$ cat src/rtl/seg4_scan.sv
// Time-multiplexed 4-digit seven-segment driver: hex decode, per-digit blanking,
// decimal points and an anti-ghost dead time at the start of every digit slot.
`timescale 1ns/1ps
module seg4_scan #(
  parameter int REFRESH_DIV  = 100000,
  parameter int BLANK_CYC    = 4,
  parameter int COMMON_ANODE = 1
) (
  input  logic        clock,
  input  logic        reset_n,
  input  logic [15:0] digits,
  input  logic [3:0]  digit_en,
  input  logic [3:0]  dp_in,
  output logic [6:0]  seg,
  output logic        dp,
  output logic [3:0]  an,
  output logic        scan_tick
);

  localparam int CW = $clog2(REFRESH_DIV);
  localparam logic [CW-1:0] CNT_LAST = CW'(REFRESH_DIV - 1);
  localparam logic [CW-1:0] BLANK_V  = CW'(BLANK_CYC);
  localparam logic          INV      = (COMMON_ANODE != 0);
  localparam logic [3:0]    AN_OFF   = {4{INV}};
  localparam logic [6:0]    SEG_OFF  = {7{INV}};

  logic [CW-1:0] cnt_q, cnt_d;
  logic [1:0]    idx_q, idx_d;
  logic          tick_q, tick_d;
  logic [3:0]    an_q, an_d;
  logic [6:0]    seg_q, seg_d;
  logic          dp_q, dp_d;

  logic          wrap;
  logic          active;
  logic [3:0]    nibble;

  // Active-high gfedcba pattern; polarity is applied after the mux.
  function automatic logic [6:0] hex7(input logic [3:0] v);
    case (v)
      4'h0: hex7 = 7'h3F;
      4'h1: hex7 = 7'h06;
      4'h2: hex7 = 7'h5B;
      4'h3: hex7 = 7'h4F;
      4'h4: hex7 = 7'h66;
      4'h5: hex7 = 7'h6D;
      4'h6: hex7 = 7'h7D;
      4'h7: hex7 = 7'h07;
      4'h8: hex7 = 7'h7F;
      4'h9: hex7 = 7'h6F;
      4'hA: hex7 = 7'h77;
      4'hB: hex7 = 7'h7C;
      4'hC: hex7 = 7'h39;
      4'hD: hex7 = 7'h5E;
      4'hE: hex7 = 7'h79;
      default: hex7 = 7'h71;
    endcase
  endfunction

  always_comb begin
    cnt_d  = cnt_q + CW'(1);
    idx_d  = idx_q;
    tick_d = 1'b0;
    wrap   = (cnt_q == CNT_LAST);
    if (wrap) begin
      cnt_d  = '0;
      idx_d  = idx_q + 2'd1;
      tick_d = 1'b1;
    end

    // Outputs come from the current cnt/idx, so the registered anode is
    // always one-hot or off, even on the cycle idx advances.
    nibble = digits[{idx_q, 2'b00} +: 4];
    active = (cnt_q >= BLANK_V) && digit_en[idx_q];
    an_d   = AN_OFF;
    seg_d  = SEG_OFF;
    dp_d   = INV;
    if (active) begin
      an_d  = (4'b0001 << idx_q) ^ AN_OFF;
      seg_d = hex7(nibble) ^ SEG_OFF;
      dp_d  = dp_in[idx_q] ^ INV;
    end
  end

  always_ff @(posedge clock or negedge reset_n) begin
    if (!reset_n) begin
      cnt_q  <= '0;
      idx_q  <= 2'd0;
      tick_q <= 1'b0;
      an_q   <= AN_OFF;
      seg_q  <= SEG_OFF;
      dp_q   <= INV;
    end else begin
      cnt_q  <= cnt_d;
      idx_q  <= idx_d;
      tick_q <= tick_d;
      an_q   <= an_d;
      seg_q  <= seg_d;
      dp_q   <= dp_d;
    end
  end

  assign an        = an_q;
  assign seg       = seg_q;
  assign dp        = dp_q;
  assign scan_tick = tick_q;

endmodule

$ cat config.mk
export PLATFORM = sky130hd
export DESIGN_NAME = seg4_scan
export DESIGN_NICKNAME = d
export VERILOG_FILES = /design/src/rtl/seg4_scan.sv
export SDC_FILE = /design/constraint.sdc
export NUM_CORES = 1
export LEC_CHECK = 0
export CORE_MARGIN = 2
export CORE_UTILIZATION = 40
export CTS_CLUSTER_SIZE = 8
export DETAILED_ROUTE_END_ITERATION = 8
export MAX_ROUTING_LAYER = met4
export PLACE_DENSITY = 0.73
export SYNTH_ARGS = -nofsm -noshare
export SYNTH_HDL_FRONTEND = slang
export SYNTH_SLANG_ARGS = --single-unit
$ cat constraint.sdc
create_clock -name clock -period 2 [get_ports clock]
set_input_delay 0.4 -clock clock [delete_from_list [all_inputs] [get_ports clock]]
set_output_delay 0.4 -clock clock [all_outputs]
set_load 0.02 [all_outputs]
==> run_results.csv <==
group,metric,value,unit
outcome,status,"complete, no violations",
logic_synthesis,yosys_warnings,0,
clock_tree,cts.sinks,32,
drt,drc_errors,0,
timing,period_needed,1880,ps
clock_tree,postCtsSetupBuffers,0,
hold_path,holdPathEnd,"cnt_q[13]$_DFF_PN0_",
worst_setup_path,critPathTopFamily,"multiplexers",
die,die_x,71.9,um
clock_tree,numCtsBuffers,5,
timing,report.final.slew_viol_count,0,
finish,final_util,0.570,
worst_setup_path,worst_setup_path_start_kind,"input pin",
timing,timing.final.ws_setup,115,ps
timing,hold_violations,0,
drt,drt_iter0_drc,94,
drt,avgRoutedWirePerCell,14.2,um
hold_path,min_delay_path_depth,1,
worst_setup_path,worstPathArrival,2080,ps
worst_setup_path,rr_startpoint,"idx_q[0]$_DFFE_PN0N_",
timing,tns,0,ps
worst_setup_path,reg2regPathDepth,5,
logic_synthesis,ys_seq_elements,32,
power_and_ir_drop,p_per_area,621,nW/um2
timing,max_freq,531,MHz
hold_path,worstHoldPathType,"reg2reg",
die,core,4380,um2
drt,route.met2.wl,1.78,mm
placement,io_buffers,38,
die,num_rows,24,
global_routing,antenna_found_initial,0,
worst_setup_path,r2r_setup_slack,160,ps
die,io_pins,39,
global_routing,grt_pass1_vias,1435,
worst_setup_path,worst_path_largest_cell_delay,550,ps
drt,dr_wl_met3,110,um
worst_setup_path,worstReg2RegEnd,"seg[3]$_DFF_PN1_",
drt,first_pass_iters,4,
finish,post-route-cell-area,2500,um2
drt,ant_nets,0,
job,drv_cap,0,
die,die_area,5160,um2
finish,layout_common_cells,"clkdlybuf4s50_1, dfrtp_1, nand2_1, buf_4",
drt,wirelength,3.83,mm
global_routing,grtUsageTotal,0.176,
finish,antennaDiodeCount,0,
clock_tree,tritoncts,"yes",
drt,m1WireLength,1.82,mm
timing,setup_viol,0,
finish,num-nets-final,255,
timing,period_share,0.942,
placement,pre_cts_ws,-245,ps
worst_setup_path,critical_path.startpoint,"digits[13]",
timing,worstMarginPinSlew,434,ps
logic_synthesis,netlist_instances,161,
logic_synthesis,yosysSeqAreaShare,0.443,
worst_setup_path,cp_slowest_cell,"mux4_2",
die,die_h,71.9,um
clock_tree,cts_max_path_buffers,2,
finish,multi_input_area,952,um2
worst_setup_path,path_depth,6,
placement,hpwl,2.84,mm
clock_tree,clkSlewWorstSetupHoldPaths,70,ps
logic_synthesis,synthesis.nets,199,
timing,clock-skew-final,5.30,ps
global_routing,grt_overflow_total,0,
drt,viasPerCell,5.17,
placement,gp_congestion,0.808,
logic_synthesis,syn_area,1840,um2
drt,dr_total_vias,1397,
timing,relSlewSlack,0.710,
power_and_ir_drop,irDropWorstVdd,419,uV
finish,ff_latch_area,817,um2
global_routing,grt_pass1_wl,6.63,mm
finish,drive_above_1_share,0.229,
worst_setup_path,worst_setup_path_end_kind,"flip-flop",
power_and_ir_drop,finalPower,1.55,mW
finish,area_delta_synth_final,35.7,%
worst_setup_path,worstPathRequired,2190,ps
worst_setup_path,worstPathCellList,"clkdlybuf4s50_1 > mux4_2 > ha_1 > mux2_4 > mux2i_1 > nand2_1",
global_routing,grt_start_max_net_pins,33,
worst_setup_path,crit_type,"in2reg",
hold_path,min_from,"cnt_q[13]$_DFF_PN0_",
clock_tree,insertion_delay,280,ps
clock_tree,cts_root_buffer,"clkbuf_8",
worst_setup_path,crit_fanout,6,
clock_tree,htree_levels,2,
logic_synthesis,avgSynthCellArea,11.4,um2
placement,placed_area,2370,um2
timing,rsz0062_at_grt,"no",
worst_setup_path,crit_buf_inv,1,
power_and_ir_drop,p_leak,1.09,nW
die,start_util,0.420,
logic_synthesis,synthDistinctLibCells,35,
finish,fillers,394,
drt,top_layer,"met4",
finish,layout_commonest_cell,"clkdlybuf4s50_1",
## worst max path at each step
stage	end
global route	seg[3]$_DFF_PN1_
global placement	seg[3]$_DFF_PN1_
detailed placement	seg[3]$_DFF_PN1_
floorplan	seg[3]$_DFF_PN1_
finish	seg[3]$_DFF_PN1_
CTS	seg[3]$_DFF_PN1_
## Yosys cell counts
cell type | number | share of area
dfstp_2 | 12 | 0.17
nor2_1 | 10 | 0.020
mux4_2 | 5 | 0.061
o31ai_1 | 3 | 0.012
buf_6 | 1 | 0.0061
nor3_1 | 4 | 0.011
or2_1 | 1 | 0.0034
nor4_1 | 3 | 0.010
o221ai_2 | 1 | 0.0081
o21a_1 | 1 | 0.0041
and3_1 | 3 | 0.010
nor2b_1 | 1 | 0.0034
and4_1 | 2 | 0.0095
xnor2_1 | 6 | 0.029
mux2_1 | 1 | 0.0061
a21oi_1 | 2 | 0.0054
mux2i_1 | 4 | 0.022
mux2_4 | 1 | 0.0081
a21o_1 | 1 | 0.0041
nand2_1 | 18 | 0.037
xor2_1 | 12 | 0.057
o311ai_1 | 2 | 0.0095
inv_1 | 8 | 0.016
mux2_2 | 3 | 0.018
mux4_1 | 2 | 0.029
dfrtp_1 | 20 | 0.27
clkbuf_1 | 1 | 0.0020
buf_4 | 2 | 0.0081
ha_1 | 12 | 0.082
nor3_4 | 1 | 0.0088
or4_1 | 1 | 0.0041
nand3_1 | 8 | 0.022
buf_2 | 2 | 0.0054
nand4_1 | 5 | 0.017
nor3b_1 | 2 | 0.0081
## kinds of logic (layout without fill, tap and decap cells)
kind of cell / Yosys count / in the layout / share of synthesized area
buf+inv: 14 / 71 / 0.0380
xor+xnor: 18 / 18 / 0.0856
mux: 16 / 16 / 0.144
flops: 32 / 32 / 0.443
fa+ha+maj: 12 / 12 / 0.0815
compound gates: 10 / 10 / 0.0435
simple gates: 59 / 59 / 0.164
## worst register-to-register path: cells and delay by family, from the launching register on
family	cells	cell delay (ps)
buffers and inverters	1	200
multiplexers	3	1080
flip-flops	1	420
AND/OR/NAND/NOR	1	60
## per-layer routing
layer | vias up | track usage
met5 | - | -
met4 | 0 | 0.0860
met3 | 10 | 0.0295
met2 | 31 | 0.265
met1 | 679 | 0.230
li1 | 677 | -
## where the power goes
| part | internal [mW] | switching [mW] |
|---|---|---|
| clock network | 0.439 | 0.237 |
| registers | 0.671 | 0.00309 |
| logic | 0.116 | 0.0870 |
## registers in the layout, summed over array words and instances, names as in the netlist
name and cells:
an 4, idx_q 2, cnt_q 17, scan_tick 1, seg 7, dp 1
## stage by stage
stage,std cells,hold WS [ps]
2_1_floorplan,161,104
3_3_place_gp,262,487
3_5_place_dp,262,491
4_1_cts,270,502
5_1_grt,270,535
6_report,270,501
## layout make-up
type,instances,area share
Timing Repair Buffer,55,0.203
Multi-Input combinational cell,115,0.381
Clock inverter,1,0.0120
Inverter,8,0.0120
Tap cell,52,0.0260
Sequential cell,32,0.327
Clock buffer,7,0.0386
## timing repair
action	in CTS	in global routing
resized for setup	0	2
endpoints found under the setup margin	0	3
hold buffers	0	0
No activity file was read; power rests on OpenSTA's default activity.
